$ cat src/rtl/ps2_scancode_ctrl.sv
// PS/2 scancode decoder: turns raw set-2 bytes into {ext, brk, code} key events
// buffered in a small show-ahead FIFO, and tracks live modifier state plus Pause.
module ps2_scancode_ctrl #(
  parameter int          FIFO_DEPTH = 4,
  parameter logic [16:0] T_TIMEOUT  = 17'd100000
) (
  input  logic       CLOCK,
  input  logic       RESET,
  input  logic       iTrig,
  input  logic [7:0] iData,
  input  logic       iRead,
  output logic       oEmpty,
  output logic [9:0] oData,
  output logic [3:0] oMod,
  output logic       oPause,
  output logic       oOverflow
);

  localparam int AW = (FIFO_DEPTH > 1) ? $clog2(FIFO_DEPTH) : 1;
  localparam logic [AW:0]   DEPTH_C = (AW + 1)'(FIFO_DEPTH);
  localparam logic [AW-1:0] PTR_ONE = 1;
  localparam logic [AW:0]   CNT_ONE = 1;

  typedef enum logic [2:0] {IDLE, EXT, BRK, EXTBRK, PAUSE} state_t;

  state_t      state, stateNext;
  logic [2:0]  skipCnt, skipNext;
  logic [16:0] toCnt;
  logic        pauseHit;
  logic        evVld_p0;
  logic [9:0]  evData_p0;

  logic [9:0]    evMem [FIFO_DEPTH];
  logic [AW-1:0] wrPtr, rdPtr;
  logic [AW:0]   count;
  logic          doPop, doWrite, full;

  logic lShift, rShift, lCtrl, rCtrl, lAlt, rAlt, capsHeld, caps;

  // Stage 0: byte decode (combinational, acts on the iTrig cycle)
  always_comb begin
    stateNext = state;
    skipNext  = skipCnt;
    pauseHit  = 1'b0;
    evVld_p0  = 1'b0;
    evData_p0 = 10'd0;
    if (iTrig) begin
      unique case (state)
        IDLE: begin
          unique case (iData)
            8'hE0: stateNext = EXT;
            8'hF0: stateNext = BRK;
            8'hE1: begin
              stateNext = PAUSE;
              skipNext  = 3'd7;
            end
            8'hAA, 8'hFA, 8'hEE, 8'hFE, 8'h00, 8'hFF: ;
            default: begin
              evVld_p0  = 1'b1;
              evData_p0 = {2'b00, iData};
            end
          endcase
        end
        EXT: begin
          if (iData == 8'hF0) begin
            stateNext = EXTBRK;
          end else if (iData != 8'hE0) begin
            evVld_p0  = 1'b1;
            evData_p0 = {2'b10, iData};
            stateNext = IDLE;
          end
        end
        BRK: begin
          evVld_p0  = 1'b1;
          evData_p0 = {2'b01, iData};
          stateNext = IDLE;
        end
        EXTBRK: begin
          evVld_p0  = 1'b1;
          evData_p0 = {2'b11, iData};
          stateNext = IDLE;
        end
        PAUSE: begin
          // E1 itself loaded 7; the 8th byte of the sequence arrives with 1 left
          skipNext = skipCnt - 3'd1;
          if (skipCnt == 3'd1) begin
            pauseHit  = 1'b1;
            stateNext = IDLE;
          end
        end
        default: stateNext = IDLE;
      endcase
    end else if (state != IDLE && toCnt == T_TIMEOUT - 17'd1) begin
      stateNext = IDLE;
      skipNext  = 3'd0;
    end
  end

  always_ff @(posedge CLOCK or posedge RESET) begin
    if (RESET) begin
      state   <= IDLE;
      skipCnt <= 3'd0;
      toCnt   <= 17'd0;
      oPause  <= 1'b0;
    end else begin
      state   <= stateNext;
      skipCnt <= skipNext;
      oPause  <= pauseHit;
      toCnt   <= (iTrig || stateNext == IDLE) ? 17'd0 : toCnt + 17'd1;
    end
  end

  // Stage 1: modifier tracking, updated with every emitted event even if dropped
  always_ff @(posedge CLOCK or posedge RESET) begin
    if (RESET) begin
      lShift   <= 1'b0;
      rShift   <= 1'b0;
      lCtrl    <= 1'b0;
      rCtrl    <= 1'b0;
      lAlt     <= 1'b0;
      rAlt     <= 1'b0;
      capsHeld <= 1'b0;
      caps     <= 1'b0;
    end else if (evVld_p0) begin
      unique case (evData_p0[7:0])
        8'h12: if (!evData_p0[9]) lShift <= !evData_p0[8];
        8'h59: if (!evData_p0[9]) rShift <= !evData_p0[8];
        8'h14: if (evData_p0[9]) rCtrl <= !evData_p0[8]; else lCtrl <= !evData_p0[8];
        8'h11: if (evData_p0[9]) rAlt <= !evData_p0[8]; else lAlt <= !evData_p0[8];
        8'h58: begin
          if (!evData_p0[9]) begin
            if (evData_p0[8]) begin
              capsHeld <= 1'b0;
            end else begin
              if (!capsHeld) caps <= ~caps;
              capsHeld <= 1'b1;
            end
          end
        end
        default: ;
      endcase
    end
  end

  assign oMod = {caps, lAlt | rAlt, lCtrl | rCtrl, lShift | rShift};

  // Stage 1: event FIFO; a pop in the same cycle frees the slot for a full-FIFO write
  assign full    = (count == DEPTH_C);
  assign oEmpty  = (count == '0);
  assign doPop   = iRead && !oEmpty;
  assign doWrite = evVld_p0 && (!full || doPop);
  assign oData   = oEmpty ? 10'd0 : evMem[rdPtr];

  always_ff @(posedge CLOCK) begin
    if (doWrite) evMem[wrPtr] <= evData_p0;
  end

  always_ff @(posedge CLOCK or posedge RESET) begin
    if (RESET) begin
      wrPtr     <= '0;
      rdPtr     <= '0;
      count     <= '0;
      oOverflow <= 1'b0;
    end else begin
      if (doWrite) wrPtr <= wrPtr + PTR_ONE;
      if (doPop)   rdPtr <= rdPtr + PTR_ONE;
      unique case ({doWrite, doPop})
        2'b10:   count <= count + CNT_ONE;
        2'b01:   count <= count - CNT_ONE;
        default: count <= count;
      endcase
      if (evVld_p0 && full && !doPop) oOverflow <= 1'b1;
    end
  end

endmodule
$ cat config.mk
export PLATFORM = sky130hd
export DESIGN_NAME = ps2_scancode_ctrl
export DESIGN_NICKNAME = d
export VERILOG_FILES = /design/src/rtl/ps2_scancode_ctrl.sv
export SDC_FILE = /design/constraint.sdc
export NUM_CORES = 1
export LEC_CHECK = 0
export ABC_AREA = 1
export CAP_MARGIN = 10
export CORE_AREA = 8 8 92 115
export DETAILED_ROUTE_END_ITERATION = 8
export DIE_AREA = 0 0 100 123
export GPL_TIMING_DRIVEN = 0
export PLACE_DENSITY = 0.7
export SYNTH_ARGS = -nofsm -noshare
export SYNTH_HDL_FRONTEND = slang
export SYNTH_SLANG_ARGS = --single-unit
$ cat constraint.sdc
create_clock -name CLOCK -period 2.8 [get_ports CLOCK]
set_input_delay 0.56 -clock CLOCK [delete_from_list [all_inputs] [get_ports CLOCK]]
set_output_delay 0.56 -clock CLOCK [all_outputs]
set_load 0.02 [all_outputs]
* After elaboration in Yosys (flattened, before gate mapping)
Memories as Yosys holds them, arrays and structs flattened.
Cells that the tools add are included.
** Storage, ports and cells
- Flip-flop bits (word level) :: 40
- Latch bits :: 0
- RAM bits :: 40
- Memory bits (read-only) :: 0
- Input bits :: 12
- Logic and storage cells :: 114
- Memories :: 1
** Cells by class
- Add/subtract/negate cells :: 6
- Multiply operators :: 0
- Div/mod/pow operators :: 0
- $lt $le $gt $ge :: 0
- Eq/ne operators :: 25
- Shifts and indexed selects :: 0
- Mux-type cells :: 30
- Bitwise gates (word level) :: 7
- Reductions and logical operators :: 29
** Memory list
- evMem :: words 4, width 10, rd ports 1, clocked after memory_dff 0, wr ports 1, RTL line 33 : logic [9:0] evMem [FIFO_DEPTH];
** Operators by type and width (count)
- $eq A8 B8 Y1 const B :: 8
- $mux W10 :: 4
- $pmux W10 S4 :: 1
- $eq A8 B5 Y1 const B :: 3
- $mux W3 :: 8
- $reduce_and A3 Y1 :: 8
- $pmux W3 S3 :: 2
- $add A17 B1 Y17 const B :: 1
- $eq A17 B17 Y1 const B :: 1
- $mux W17 :: 1
- $eq A8 B7 Y1 const B :: 2
- $pmux W3 S2 :: 2
- $mux W1 :: 10
- $logic_not A3 Y1 :: 3
- $reduce_or A9 Y1 :: 1
- $logic_not A8 Y1 :: 1
- $mux W8 :: 1
- $ne A8 B8 Y1 const B :: 1
- $eq A3 B1 Y1 const B :: 2
- $eq A3 B2 Y1 const B :: 2
- $eq A3 B3 Y1 const B :: 2
- $sub A3 B1 Y3 const B :: 2
- $logic_and A1 B1 Y1 :: 5
- $reduce_and A5 Y1 :: 1
- other kinds (14) :: 25

* Depth between registers and ports, before layout
- Depth in word-level cells :: 8
- Gate-level depth with buffers :: 17
- Depth with buffers taken out :: 17

* Worst setup path after synthesis
OpenSTA, ideal clock, no wires.
- Path kind :: input-to-reg
- Start point :: input port iData[7]
- End point :: memory evMem[0][0] (enable)
- Setup time :: 0.376 ns
- Arrival :: 1.927 ns
- Required time :: 2.424 ns
- Slack :: 0.497 ns
- Stages :: 11
- Path buffers :: 0
- Cells stage by stage :: nand2_2 -> nor2_4 -> nand2_1 -> nand2_1 -> nor2_4 -> nand3_4 -> nand2_2 -> nand2_4 -> nor2_8 -> inv_1 -> nor2_1
** Between the ends
- Longest elaborated chain between the ends :: 8
- Elaborated cells between the ends (all ways) :: 19
- Classes of those cells :: eq/ne: 9; mux: 7; reduce/logical: 3
** Ends and longest elaborated chain
- start, declared :: RTL line 10 : input logic [7:0] iData,
- $eq A8 B8 Y1, or another cell as far along :: RTL line 50, 65
- $reduce_or A9 Y1 (no line) or $mux W1 (tied branches)
- $mux W1 (on tied branches) :: RTL line 50, 65
- $pmux W1 S3 * :: RTL line 48 : unique case (state)
- $mux W1 * :: RTL line 47 : if (iTrig) begin
- $logic_and A1 B1 Y1 * :: RTL line 151 : assign doWrite = evVld_p0 && (!full || doPop);
- $mux W1 * :: RTL line 155 : if (doWrite) evMem[wrPtr] <= evData_p0;
- $mux W1 (not written as such) * :: RTL line 155
- end, declared :: RTL line 33
Mark *: on every way between the ends. The rest lies on a longest branch, timed or not.

* Worst setup path in the final report
- Start point :: input port iData[1]
- End point :: memory evMem[3][1] (enable)
Same word-level chain as after synthesis.

==> flow_summary.json <==
{
  "drive_gt1_share_pct": 14.45,
  "p_leak_nw": 2.160,
  "path_max_fanout": 10,
  "routed_wl_microns": 8675,
  "tritoncts": "built",
  "synth_top_area_share_pct": 28.51,
  "synth_cell_types": 35,
  "first_pass_iters": 4,
  "grt_pass1_vias": 3226,
  "grt_pass1_wl_microns": 14380,
  "start_util_pct": 47.44,
  "yosysWarnings": 0,
  "synth_nets": 496,
  "multiInputGateArea_sq_mm": 0.001735,
  "cts_resized": 6,
  "crit_chain": "clkdlybuf4s50_1 > inv_2 > nand2_1 > nor2_4 > nand2_2 > nand2_4 > nor2_4 > nand3_4 > nand2_2 > nand2_4 > nor2_8 > inv_1 > nor2_2",
  "final_util_pct": 56.33,
  "gp_congestion": 0.8853,
  "cts_setup_buffers": 0,
  "dieArea_sq_mm": 0.01230,
  "cts_sinks": 80,
  "drc": 0,
  "syn_inst": 476,
  "coreArea_sq_mm": 0.008881,
  "hold_violations": 0,
  "hold_buffers": 0,
  "cpPeakStageDelay_ps": 570,
  "fin_skew_ps": 5.824,
  "vdd_drop_max_mv": 0.3658,
  "clk_latency_ps": 340,
  "fin_cells": 642,
  "grt_overflow": 0,
  "cts_htree_levels": 3,
  "antenna_left": 0,
  "hpwl_microns": 6373,
  "fmax_mhz": 364.1,
  "critical-path-slowest-cell": "clkdlybuf4s50_1",
  "status": "completed",
  "std_cell_rows": 39,
  "die_h_microns": 123,
  "grt.total_usage_pct": 15.13,
  "cts_made_buffers": 9,
  "syn_avg_cell_area_sq_um": 8.850,
  "cts_buffer_depth": 2,
  "clkTransAtPathRegs_ps": 60,
  "drv_cap": 0,
  "synth_top_area_cell": "edfxtp_1",
  "synth_flop_cell": "edfxtp_1",
  "die_x_microns": 100,
  "yosysSeqAreaShare_pct": 52.27,
  "num_antenna_cells": 0,
  "wire_per_inst_microns": 13.51,
  "slew_headroom_pct": 44.05,
  "grt_max_degree": 41,
  "period_share_pct": 98.08,
  "setup_viol": 0,
  "crit_type": "input port to register",
  "start_kind": "input port",
  "critPathArrivalTime_ps": 2720,
  "vias_per_cell": 5.025,
  "rsz0062_at_grt": "yes",
  "synth_area_leaders": "edfxtp_1, dfrtp_1, nor2_1, nand2_1, inv_1",
  "worstMarginPinSlew_ps": 838.0,
  "synth-seq-cells": 80,
  "cts_root_buf": "clkbuf_16",
  "drt_iter0_markers": 131,
  "required_ps": 2770,
  "drv_slew": 0,
  "cp-end-kind": "register",
  "p_total_w": 0.004385,
  "n_fill_cell": 808,
  "fin_crit_ps": 2746,
  "io_pins": 29,
  "nets": 534,
  "syn_area_sq_mm": 0.004213,
  "port_buffers": 27,
  "seqCellArea_sq_mm": 0.002202,
  "antenna_found_initial": 0,
  "async_flop_share_pct": 50.00,
  "synth-edff-count": 40,
  "dp_cells": 626,
  "power_density_mw_per_mm2": 876.5,
  "worstHoldPathType": "register to register",
  "vias": 3226,
  "hold_ws_ps": 466.1,
  "syn2layout_area_growth_pct": 18.74
}
Yosys cell counts (8+ instances only):
cell type  instances
a21oi_1           13
dfrtp_1           40
edfxtp_1          40
inv_1             54
inv_2              8
nand2_1           76
nand2_2           10
nand3_1           26
nand4_1           17
nor2_1            91
o21ai_0           33
cells by family after synthesis:
family | after synthesis | synth area share, %
compound gates | 51 | 6.534
xor+xnor | 10 | 2.079
fa+ha+maj | 8 | 2.554
buf+inv | 72 | 6.771
flops | 80 | 52.27
simple gates | 255 | 29.79
worst paths after layout:
kind	startpoint	endpoint	slack, ps	cells after the start
max in group asynchronous	RESET	rdPtr[0]	1550	2
max	iData[1]	evMem[3][1]	50	13
min	rShift	rShift	470	2
min reg2reg	rShift	rShift	470	2
min in group asynchronous	RESET	toCnt[3]	720	2
max reg2reg	state[2]	evMem[3][1]	390	9
sequential cells by signal, indices dropped and copies added, names as in the netlist:
name	count
evMem	40
toCnt	17
count	3
skipCnt	3
state	3
rdPtr	2
wrPtr	2
caps	1
capsHeld	1
lAlt	1
lCtrl	1
lShift	1
oOverflow	1
oPause	1
rAlt	1
rCtrl	1
rShift	1
report_power, final:
group | switching (W) | internal, W | total [W]
combinational | 0.000926 | 0.000574 | 0.00150
clock | 0.000467 | 0.000872 | 0.00134
sequential | 0.0000938 | 0.00145 | 0.00155
worst max-delay path: cells and delay by family:
family	cells	cell delay [ps]
buffers and inverters	3	760
and+or+nand+nor	10	1380
layer usage:
metal	track usage (%)	vias to the layer above	part of all wire, %	routed length, microns
li1	-	1626	-	-
met1	14.98	1528	39	3417
met2	28.46	53	54	4715
met3	3.042	19	3.3	285
met4	9.194	0	3.0	257
met5	0	-	0	0
area by class of cell:
type	count	share of cell area (%)
Multi-Input combinational cell	324	34.69
Buffer	10	1.176
Timing Repair Buffer	27	5.503
Sequential cell	80	44.02
Inverter	62	4.652
Clock inverter	7	2.376
Clock buffer	9	4.502
Tap cell	123	3.077
stage by stage:
step,TNS [ps],cell area (sq um),worst slack (ps)
after detailed placement,-21530,4637,-542.0
after global placement,-19760,4637,-500.9
final,0,5002,53.85
after global routing,-3227,5002,-95.78
after CTS,-5950,4990,-206.7
after floorplan,0,4213,497.0
cell usage in the layout, fill, tap and decap left out, types with 2 or more instances in the layout:
cell	netlist	routed
a21oi_1	13	13
buf_2	0	2
buf_4	2	2
bufinv_16	0	3
clkbuf_1	6	2
clkbuf_16	0	9
clkbuf_2	0	3
clkdlybuf4s50_1	0	25
clkinvlp_4	0	2
dfrtp_1	40	40
dlymetal6s2s_1	0	2
edfxtp_1	40	40
ha_1	7	7
inv_1	54	53
inv_2	8	9
nand2_1	76	76
nand2_2	10	10
nand2_4	5	5
nand3_1	26	26
nand4_1	17	17
nor2_1	91	87
nor2_2	6	10
nor2_4	5	5
nor2_8	3	3
nor3_1	5	5
nor4_1	2	2
o21ai_0	33	33
or2_2	5	5
xnor2_1	3	3
xor2_1	7	7
Power figures use the tool's default switching activity.
